[src/rtl/msx_fdc_glue.sv]
// MSX disk-cartridge glue: decodes slot accesses into ROM reads, WD1793
// register accesses and the cartridge control registers (Philips or National
// layout), with motor auto-off timer and per-drive disk-change latches.
module msx_fdc_glue #(
    parameter int          DRIVES        = 2,
    parameter int          MAP_MODE      = 0,
    parameter logic [23:0] MOTOR_TIMEOUT = 24'd3000000,
    parameter int          ROM_AW        = 14
) (
    input  logic              clk,
    input  logic              reset,
    input  logic              clk_en,
    input  logic [15:0]       addr,
    input  logic [7:0]        d_from_cpu,
    output logic [7:0]        d_to_cpu,
    input  logic              sltsl_n,
    input  logic              rd_n,
    input  logic              wr_n,
    input  logic [DRIVES-1:0] img_mounted,
    input  logic [DRIVES-1:0] img_size_nz,
    output logic [ROM_AW-1:0] rom_addr,
    input  logic [7:0]        rom_q,
    output logic              fdc_cs,
    output logic              fdc_rd,
    output logic              fdc_wr,
    output logic [1:0]        fdc_addr,
    input  logic [7:0]        fdc_dout,
    input  logic              fdc_drq,
    input  logic              fdc_intrq,
    output logic [1:0]        drive_sel,
    output logic              side,
    output logic              motor,
    output logic              fdc_ready
);

    logic        win, page;
    logic [2:0]  off;
    logic        wr_prev, rd_prev;
    logic        wr_start, rd_start, rd_rise;
    logic        ctl_commit, stat_sel, stat_clr;
    logic        side_en, sel_en, mot_en, w_side, w_motor;
    logic [1:0]  w_sel;
    logic [23:0] cnt;
    logic [3:0]  chg, loaded, mnt4, nz4;
    logic        chg_sel;
    logic        unused_ok;

    assign win  = ~sltsl_n & (addr[15:14] == 2'b01);
    assign page = (MAP_MODE == 0) ? (addr[13:3] == 11'h7FF) : (addr[13:3] == 11'h7F7);
    assign off  = addr[2:0];

    assign rom_addr = addr[ROM_AW-1:0];
    assign fdc_cs   = win & page & ~off[2];
    assign fdc_rd   = fdc_cs & ~rd_n;
    assign fdc_wr   = fdc_cs & ~wr_n;
    assign fdc_addr = addr[1:0];

    // Strobe edges are detected on the bus-rate enable so a held strobe commits once.
    assign wr_start = clk_en & ~wr_n & wr_prev;
    assign rd_start = clk_en & ~rd_n & rd_prev;
    assign rd_rise  = clk_en & rd_n & ~rd_prev;

    assign stat_sel = (MAP_MODE == 0) ? (off == 3'd7) : (off == 3'd4);
    assign stat_clr = rd_rise & win & page & stat_sel;

    // Widen per-drive inputs to the 4-drive maximum; unused drives stay zero.
    always_comb begin
        mnt4 = '0;
        nz4  = '0;
        mnt4[DRIVES-1:0] = img_mounted;
        nz4[DRIVES-1:0]  = img_size_nz;
    end

    assign chg_sel   = chg[drive_sel];
    assign fdc_ready = motor & loaded[drive_sel] & (int'(drive_sel) < DRIVES);
    assign unused_ok = &{1'b0, d_from_cpu[6:4]};

    // Decode which control fields a write to the current address updates.
    always_comb begin
        side_en = 1'b0;
        sel_en  = 1'b0;
        mot_en  = 1'b0;
        w_side  = d_from_cpu[0];
        w_sel   = d_from_cpu[1:0];
        w_motor = d_from_cpu[7];
        if (MAP_MODE == 0) begin
            side_en = (off == 3'd4);
            sel_en  = (off == 3'd5);
            mot_en  = (off == 3'd5);
        end else begin
            side_en = (off == 3'd4);
            sel_en  = (off == 3'd4);
            mot_en  = (off == 3'd4);
            w_side  = d_from_cpu[2];
            w_motor = d_from_cpu[3];
        end
    end

    assign ctl_commit = wr_start & win & page & (side_en | sel_en | mot_en);

    // CPU read mux: ROM, WD registers or control/status; FF outside the slot window.
    always_comb begin
        d_to_cpu = 8'hFF;
        if (win) begin
            if (!page)
                d_to_cpu = rom_q;
            else if (!off[2])
                d_to_cpu = fdc_dout;
            else if (MAP_MODE == 0) begin
                case (off)
                    3'd4:    d_to_cpu = {7'h7F, ~side};
                    3'd5:    d_to_cpu = {motor, 5'b11111, drive_sel};
                    3'd7:    d_to_cpu = {~fdc_drq, ~fdc_intrq, ~chg_sel, 5'h1F};
                    default: d_to_cpu = 8'hFF;
                endcase
            end else if (off == 3'd4)
                d_to_cpu = {fdc_drq, fdc_intrq, chg_sel, 5'h00};
        end
    end

    // Strobe history and the side / drive select registers.
    always_ff @(posedge clk or posedge reset) begin
        if (reset) begin
            wr_prev   <= 1'b1;
            rd_prev   <= 1'b1;
            side      <= 1'b0;
            drive_sel <= 2'd0;
        end else if (clk_en) begin
            wr_prev <= wr_n;
            rd_prev <= rd_n;
            if (ctl_commit & side_en) side <= w_side;
            if (ctl_commit & sel_en)  drive_sel <= w_sel;
        end
    end

    // Motor request with inactivity countdown; the tick that reaches zero drops the motor.
    always_ff @(posedge clk or posedge reset) begin
        if (reset) begin
            motor <= 1'b0;
            cnt   <= 24'd0;
        end else if (clk_en) begin
            if (ctl_commit & mot_en & ~w_motor) begin
                motor <= 1'b0;
            end else if (ctl_commit & mot_en & w_motor & ~motor) begin
                motor <= 1'b1;
                cnt   <= MOTOR_TIMEOUT;
            end else if (fdc_cs & (rd_start | wr_start)) begin
                cnt <= MOTOR_TIMEOUT;
            end else if (motor && cnt != 24'd0) begin
                cnt <= cnt - 24'd1;
                if (cnt == 24'd1) motor <= 1'b0;
            end
        end
    end

    // Disk-change and loaded latches; a mount pulse beats a same-cycle status clear.
    always_ff @(posedge clk or posedge reset) begin
        if (reset) begin
            chg    <= 4'd0;
            loaded <= 4'd0;
        end else if (clk_en) begin
            for (int i = 0; i < 4; i++) begin
                if (mnt4[i]) begin
                    chg[i]    <= 1'b1;
                    loaded[i] <= nz4[i];
                end else if (stat_clr && drive_sel == 2'(i)) begin
                    chg[i] <= 1'b0;
                end
            end
        end
    end

endmodule
[config.mk]
export PLATFORM = sky130hd
export DESIGN_NAME = msx_fdc_glue
export DESIGN_NICKNAME = d
export VERILOG_FILES = /design/src/rtl/msx_fdc_glue.sv
export SDC_FILE = /design/constraint.sdc
export NUM_CORES = 1
export LEC_CHECK = 0
export ABC_AREA = 1
export CORE_MARGIN = 2
export CORE_UTILIZATION = 48
export CTS_CLUSTER_DIAMETER = 100
export DETAILED_ROUTE_END_ITERATION = 6
export PLACE_DENSITY = 0.8
export SLEW_MARGIN = 20
export SYNTH_ARGS = -nofsm -noshare
export SYNTH_HDL_FRONTEND = slang
export SYNTH_SLANG_ARGS = --single-unit
[constraint.sdc]
create_clock -name clk -period 1.75 [get_ports clk]
set_input_delay 0.2625 -clock clk [delete_from_list [all_inputs] [get_ports clk]]
set_output_delay 0.2625 -clock clk [all_outputs]
set_load 0.02 [all_outputs]
After elaboration in Yosys (flattened, before gate mapping)

Index checks and enable logic that the tools add are counted.

$add $sub $neg: 1
Magnitude comparators: 2
Equal/unequal tests: 8
Multiplexer cells: 20
Bitwise gates (word level): 40
Reduce and logical (&&, ||, !) cells: 18

Operators with widths:

| cell                                                  | count |
|---|---|
| 2-to-1 mux 24 bit                                     | 3 |
| AND 1 bit                                             | 25 |
| equality test 24 x 1 -> 1 bit (second input constant) | 1 |
| 2-to-1 mux 8 bit                                      | 3 |
| one-hot mux 8 bit (3 select lines)                    | 1 |
| nonzero test 24 bit                                   | 1 |
| subtractor 24 x 1 -> 24 bit (second input constant)   | 1 |
| inverter 1 bit                                        | 12 |
| AND reduction 2 bit                                   | 6 |
| equality test 11 bit (second input constant)          | 1 |
| 2-to-1 mux 1 bit                                      | 11 |
| equality test 3 bit (second input constant)           | 3 |
| nonzero test 3 bit                                    | 3 |
| binary-select mux 1 bit (select 2 bit)                | 2 |
| equality test 2 x 1 -> 1 bit (second input constant)  | 2 |
| AND reduction 4 bit                                   | 1 |
| nonzero test 2 bit                                    | 2 |
| logical AND 1 bit                                     | 3 |
| < comparator 2 x 3 -> 1 bit (second input constant)   | 1 |
| inequality test 3 bit (second input constant)         | 1 |
| bitwise OR 1 bit                                      | 3 |
| AND reduction 3 bit                                   | 1 |
| logical NOT 2 bit                                     | 1 |
| < comparator 2 bit (second input constant)            | 1 |

Register bits after elaboration: 34
Input port bits: 52
Output and inout port bits: 32
Word-level logic and storage cells: 99

Longest topological paths before layout

Depth after elaboration: 11
Mapped depth: 12
Mapped depth without buffers: 11

Worst setup path before layout

Ideal clock, no wire load.

Path type: register to register
Start point: register wr_prev
End point: register cnt[7]
Library setup time: 0.119 ns
Data arrival time: 1.440 ns
Data required time: 1.631 ns
Slack: 0.190 ns
Cell stages (with the launch flop): 12
Buffers on the path: 2
Period minus slack after synthesis: 1.560 ns
Cell sequence: dfstp_2 nand3_2 inv_2 nand2_2 nor2_4 nand2_2 nand3_2 nand2_2 buf_6 buf_6 nand2_1 o21ai_2

Word-level cells in the longest chain between the ends: 9
Elaborated cells between the ends (all ways): 15
Those cells by class: mux: 2; bitwise: 11; reduce/logical: 2

RTL lines:

| what                          | RTL line | source |
|---|---|---|
| start: declaration            | 38       | `logic wr_prev, rd_prev;` |
| start signal: assignment      | 129      | `wr_prev <= wr_n;` |
| AND 1 bit (*)                 | 59       | `assign wr_start = clk_en & ~wr_n & wr_prev;` |
| AND 1 bit (3 in series)       | 99       | `assign ctl_commit = wr_start & win & page & (side_en \| sel_en \| mot_en);` |
| AND 1 bit                     | 142, 144 |  |
| AND 1 bit (2 in series)       | 144      | `end else if (ctl_commit & mot_en & w_motor & ~motor) begin` |
| nonzero test 3 bit (no line)  | n/a      |  |
| AND reduction 3 bit (no line) | n/a      |  |
| end signal: assignment        | 150      | `cnt <= cnt - 24'd1;` |
| end: declaration              | 43       | `logic [23:0] cnt;` |

Mark *: on every way between the ends. The rest lies on a longest branch, timed or not.
A chain may end at the register's enable or synchronous reset.

Final worst setup path

Start point: input port wr_n
End point: register cnt[7]

Word-level cells in the longest chain between the ends: 11
Elaborated cells between the ends (all ways): 17
Those cells by class: mux: 2; bitwise: 13; reduce/logical: 2

RTL lines:

| what                          | RTL line | source |
|---|---|---|
| start: declaration            | 18       | `input logic wr_n,` |
| inverter 1 bit (*)            | 59       |  |
| AND 1 bit (*) (2 in series)   | 59       |  |
| AND 1 bit (3 in series)       | 99       |  |
| AND 1 bit                     | 142, 144 |  |
| AND 1 bit (2 in series)       | 144      |  |
| nonzero test 3 bit (no line)  | n/a      |  |
| AND reduction 3 bit (no line) | n/a      |  |

Marked as above.

==> qor.csv <==
stage,metric,value,unit
power_and_ir_drop,Tot Pwr,1.84,mW
logic_synthesis,"Top FF cell, synth",dfrtp_1,
logic_synthesis,Mapped Cells,410,
logic_synthesis,synthesis warning total,0,
run_status,status,"complete, but fails checks",
global_routing,grt ovf,0,
logic_synthesis,post-synthesis cell type count,32,
power_and_ir_drop,part of the power in registers,44.2,%
logic_synthesis,largest cells by area after synthesis,"dfrtp_1 (30%), nand2_1 (17%), nor2_1 (9.8%)",
global_routing,Total GRT Usage,30.8,%
logic_synthesis,Synth Area in Simple Gates,36.9,%
placement,Final HPWL DP,6430,um
worst_setup_path,crit-path cells,clkdlybuf4s50_1 -> inv_1 -> nand3_4 -> inv_4 -> nand2_4 -> nor2_4 -> a21oi_2 -> nand2_8 -> buf_4 -> buf_12 -> nand2_1 -> o21ai_2,
worst_setup_path,cells on worst reg2reg path,11,
worst_setup_path,highest-delay cell along the critical path,clkdlybuf4s50_1,
logic_synthesis,average size of a mapped cell,6.62,um^2
cts,CTS tree,yes,
timing,Slew headroom,70.6,%
logic_synthesis,largest family of logic cells by synthesized area,simple AND/OR/NAND/NOR gates,
placement,Buffers on Ports,78,
cts,# H-tree levels,2,
cts,Max Buffers Root-to-Sink,2,
global_routing,vias in the first global route,3235,
timing,post-route setup slack,-0.0803,ns
floorplanning,Starting Density,49.6,%
layout,area growth from synthesis to layout,65.6,%
global_routing,global-route wire length before repair,15100,um
timing,Worst Skew,0.00168,ns
placement,routability cong.,0.998,
logic_synthesis,Synth Area in Compound Gates,12.4,%
logic_synthesis,Post-Synth Adder-Cell Area,1.38,%
cts,# clock sinks,34,
placement,Cells after DPL,599,
layout,# diodes,0,
logic_synthesis,most frequent cells after synthesis,"nand2_1 (126), nor2_1 (71), inv_1 (42)",
placement,Area after DPL,0.00389,mm^2
timing,Setup TNS Final,-0.566,ns
worst_setup_path,Worst Path Buf+Inv,5,
layout,fin cells,627,
logic_synthesis,post-synthesis mux area share,1.66,%
drt,WL final,10600,um
worst_setup_path,critical path arrival,2.01,ns
min_path,Hold Crit Class,in2async,
timing,Max Clock Freq,546,MHz
flow_run,max-cap check violation count,0,
worst_setup_path,Worst Path Max Fanout,10,
power_and_ir_drop,Static Leak,2.31,nW
floorplanning,I/O pin total,84,
logic_synthesis,Post-Syn Nets,465,
worst_setup_path,WS Path Type,in2reg,
drt,detailed-routing iteration count for the pre-antenna-repair pass,6,
layout,Final Cell Area,0.00449,mm^2
timing,crit path time final,1.83,ns
power_and_ir_drop,Logic pwr share,21.8,%
logic_synthesis,register area share after synthesis,31.5,%
floorplanning,Die X,79.2,um
drt,vias per cell,5.51,
layout,layout cells sized above 1,36.9,%
power_and_ir_drop,Int Power,1.32,mW
timing,worst-margin pin slew,0.441,ns
timing,Max Slew Vio Count,0,
worst_setup_path,Crit. End Element,flop,
cts,Hold Buf Count CTS,0,
worst_setup_path,Worst Path Required,1.93,ns
cts,Root Buffer,clkbuf_8,
global_routing,largest net degree at the start of global routing,35,
cts,"CTS clk-pin slew, worst paths",0.07,ns
placement,pre-CTS WS,-0.666,ns
cts,Clock Latency Late Sink,0.29,ns
drt,vias,3455,
logic_synthesis,Post-Syn Area,0.00271,mm^2
timing,final hold viol count,0,
worst_setup_path,Crit path largest cell delay,0.51,ns
logic_synthesis,flop and latch count out of synthesis,34,
global_routing,number of antenna violations at the first check in global routing,0,
layout,fillcell total,337,
drt,DRC,0,
power_and_ir_drop,Net Sw Power,0.519,mW
logic_synthesis,post-synth top area cell,dfrtp_1,
cts,CTS buffer count,5,
power_and_ir_drop,Clk pwr share,34.0,%
drt,post-route ant nets,0,
power_and_ir_drop,Peak VDD IR,0.471,mV
logic_synthesis,top-count cell post-synth,nand2_1,
drt,Avg WL per Cell,17.0,um
floorplanning,Core Rows,27,
floorplanning,die height,79.2,um
timing,RSZ-0062 raised after global routing,yes,
power_and_ir_drop,Pwr Density,409,mW/mm^2
timing,final period utilization,105,%
logic_synthesis,"Async S/R FF share, synth",100,%
worst_setup_path,Crit path max-delay family,buffers and inverters,
logic_synthesis,Synth Area in XOR/XNOR,3.55,%
run_status,failing checks,setup timing,
timing,count of final setup violators,19,
power_and_ir_drop,switching part of the total,28.2,%
worst_setup_path,Worst setup SP type,input port,
logic_synthesis,Post-synth EDFFs,0,
logic_synthesis,top cell type's share of synthesized area,29.5,%
floorplanning,die area,0.00627,mm^2
drt,DRT iter0 DRCs,420,
layout,NumNets Final,609,
floorplanning,Core Box Area,0.00547,mm^2
worst_setup_path,Worst path depth,12,
-- through the flow --
step                      utilization, %  hold WS [ns]
after floorplan                        -         0.373
after detailed placement            71.2         0.466
after global placement              71.2         0.462
final                               82.1         0.361
after global routing                82.1         0.443
after CTS                           77.2         0.379
-- cell usage in the layout (no fill, tap or decap), types with 3 or more instances in the layout --
cell type / netlist / routed
a21oi_1: 9 / 6
a21oi_2: 0 / 3
buf_12: 0 / 3
buf_16: 0 / 4
buf_4: 16 / 75
buf_6: 4 / 9
clkbuf_8: 0 / 6
clkdlybuf4s15_1: 0 / 4
clkdlybuf4s50_1: 0 / 47
dfrtp_1: 32 / 30
dlygate4sd2_1: 0 / 9
dlymetal6s2s_1: 0 / 5
inv_1: 42 / 34
inv_2: 2 / 8
mux2_2: 4 / 4
nand2_1: 126 / 101
nand2_2: 3 / 23
nand2_4: 0 / 4
nand3_1: 13 / 12
nand3_4: 0 / 3
nand4_1: 12 / 12
nor2_1: 71 / 45
nor2_2: 3 / 25
nor2_4: 1 / 5
o211ai_1: 3 / 3
o21ai_0: 11 / 8
o21ai_1: 11 / 11
o21ai_2: 10 / 13
xnor2_1: 3 / 3
xor2_1: 8 / 8
-- final timing paths --
check	startpoint	end	slack, ns
setup / recovery	wr_n	cnt[7]	-0.08
hold / removal	reset	loaded[1]	0.36
setup reg to reg	wr_prev	cnt[7]	-0.07
hold reg to reg	rd_prev	rd_prev	0.48
max in group asynchronous	reset	cnt[5]	1.04
min in group clk	clk_en	rd_prev	0.45
-- power by group through the flow --
stage | registers, mW | logic [mW] | clock network [mW]
2_1_floorplan | 0.824 | 0.171 | 0
5_1_grt | 0.814 | 0.429 | 0.649
4_1_cts | 0.810 | 0.372 | 0.617
3_3_place_gp | 0.824 | 0.365 | 0
6_report | 0.812 | 0.401 | 0.625
3_5_place_dp | 0.825 | 0.373 | 0
-- logic make-up after synthesis --
logic type | Yosys count
XOR/XNOR | 11
AO/OA/AOI/OAI | 53
multiplexers | 4
AND/OR/NAND/NOR | 238
adder cells (fa/ha/maj) | 3
buffers and inverters | 67
flip-flops | 34
-- worst reg2reg max path, stage by stage (launching register included) --
cell and delay (ns):
dfstp_2 0.56, nand3_4 0.10, inv_4 0.08, nand2_4 0.06, nor2_4 0.17, nand2_4 0.09, nand3_4 0.12, nand2_8 0.08
buf_4 0.16, buf_12 0.13, nand2_1 0.09, o21ai_2 0.07
-- repair_timing --
item	CTS	global route
cloned	5	0
setup endpoints to repair	40	37
buffers inserted	7	10
pin swaps	21	23
resized for setup	107	79
-- area by class of cell --
| class | instances | area, um^2 | area share [%] |
|---|---|---|---|
| sequential | 34 | 856 | 19.1 |
| tap | 72 | 90.1 | 2.01 |
| multi-input combinational | 309 | 1770 | 39.3 |
| clock inverter | 2 | 12.5 | 0.279 |
| inverter | 44 | 171 | 3.82 |
| clock buffer | 6 | 82.6 | 1.84 |
| timing repair buffer | 160 | 1510 | 33.7 |
-- flip-flops by register name, summed over array words and instances (netlist names) --
name	cells
loaded	2
motor	1
cnt	24
side	1
wr_prev	1
chg	2
rd_prev	1
drive_sel	2
-- metal layers --
layer  GRT usage, %  vias up  wire, um
met4           8.45        0       375
met2           53.1      218      5080
met5              0        -         0
met3           5.68       50       979
met1           39.4     1607      4200
li1               -     1580         -
(Power assumes the default switching activity.)
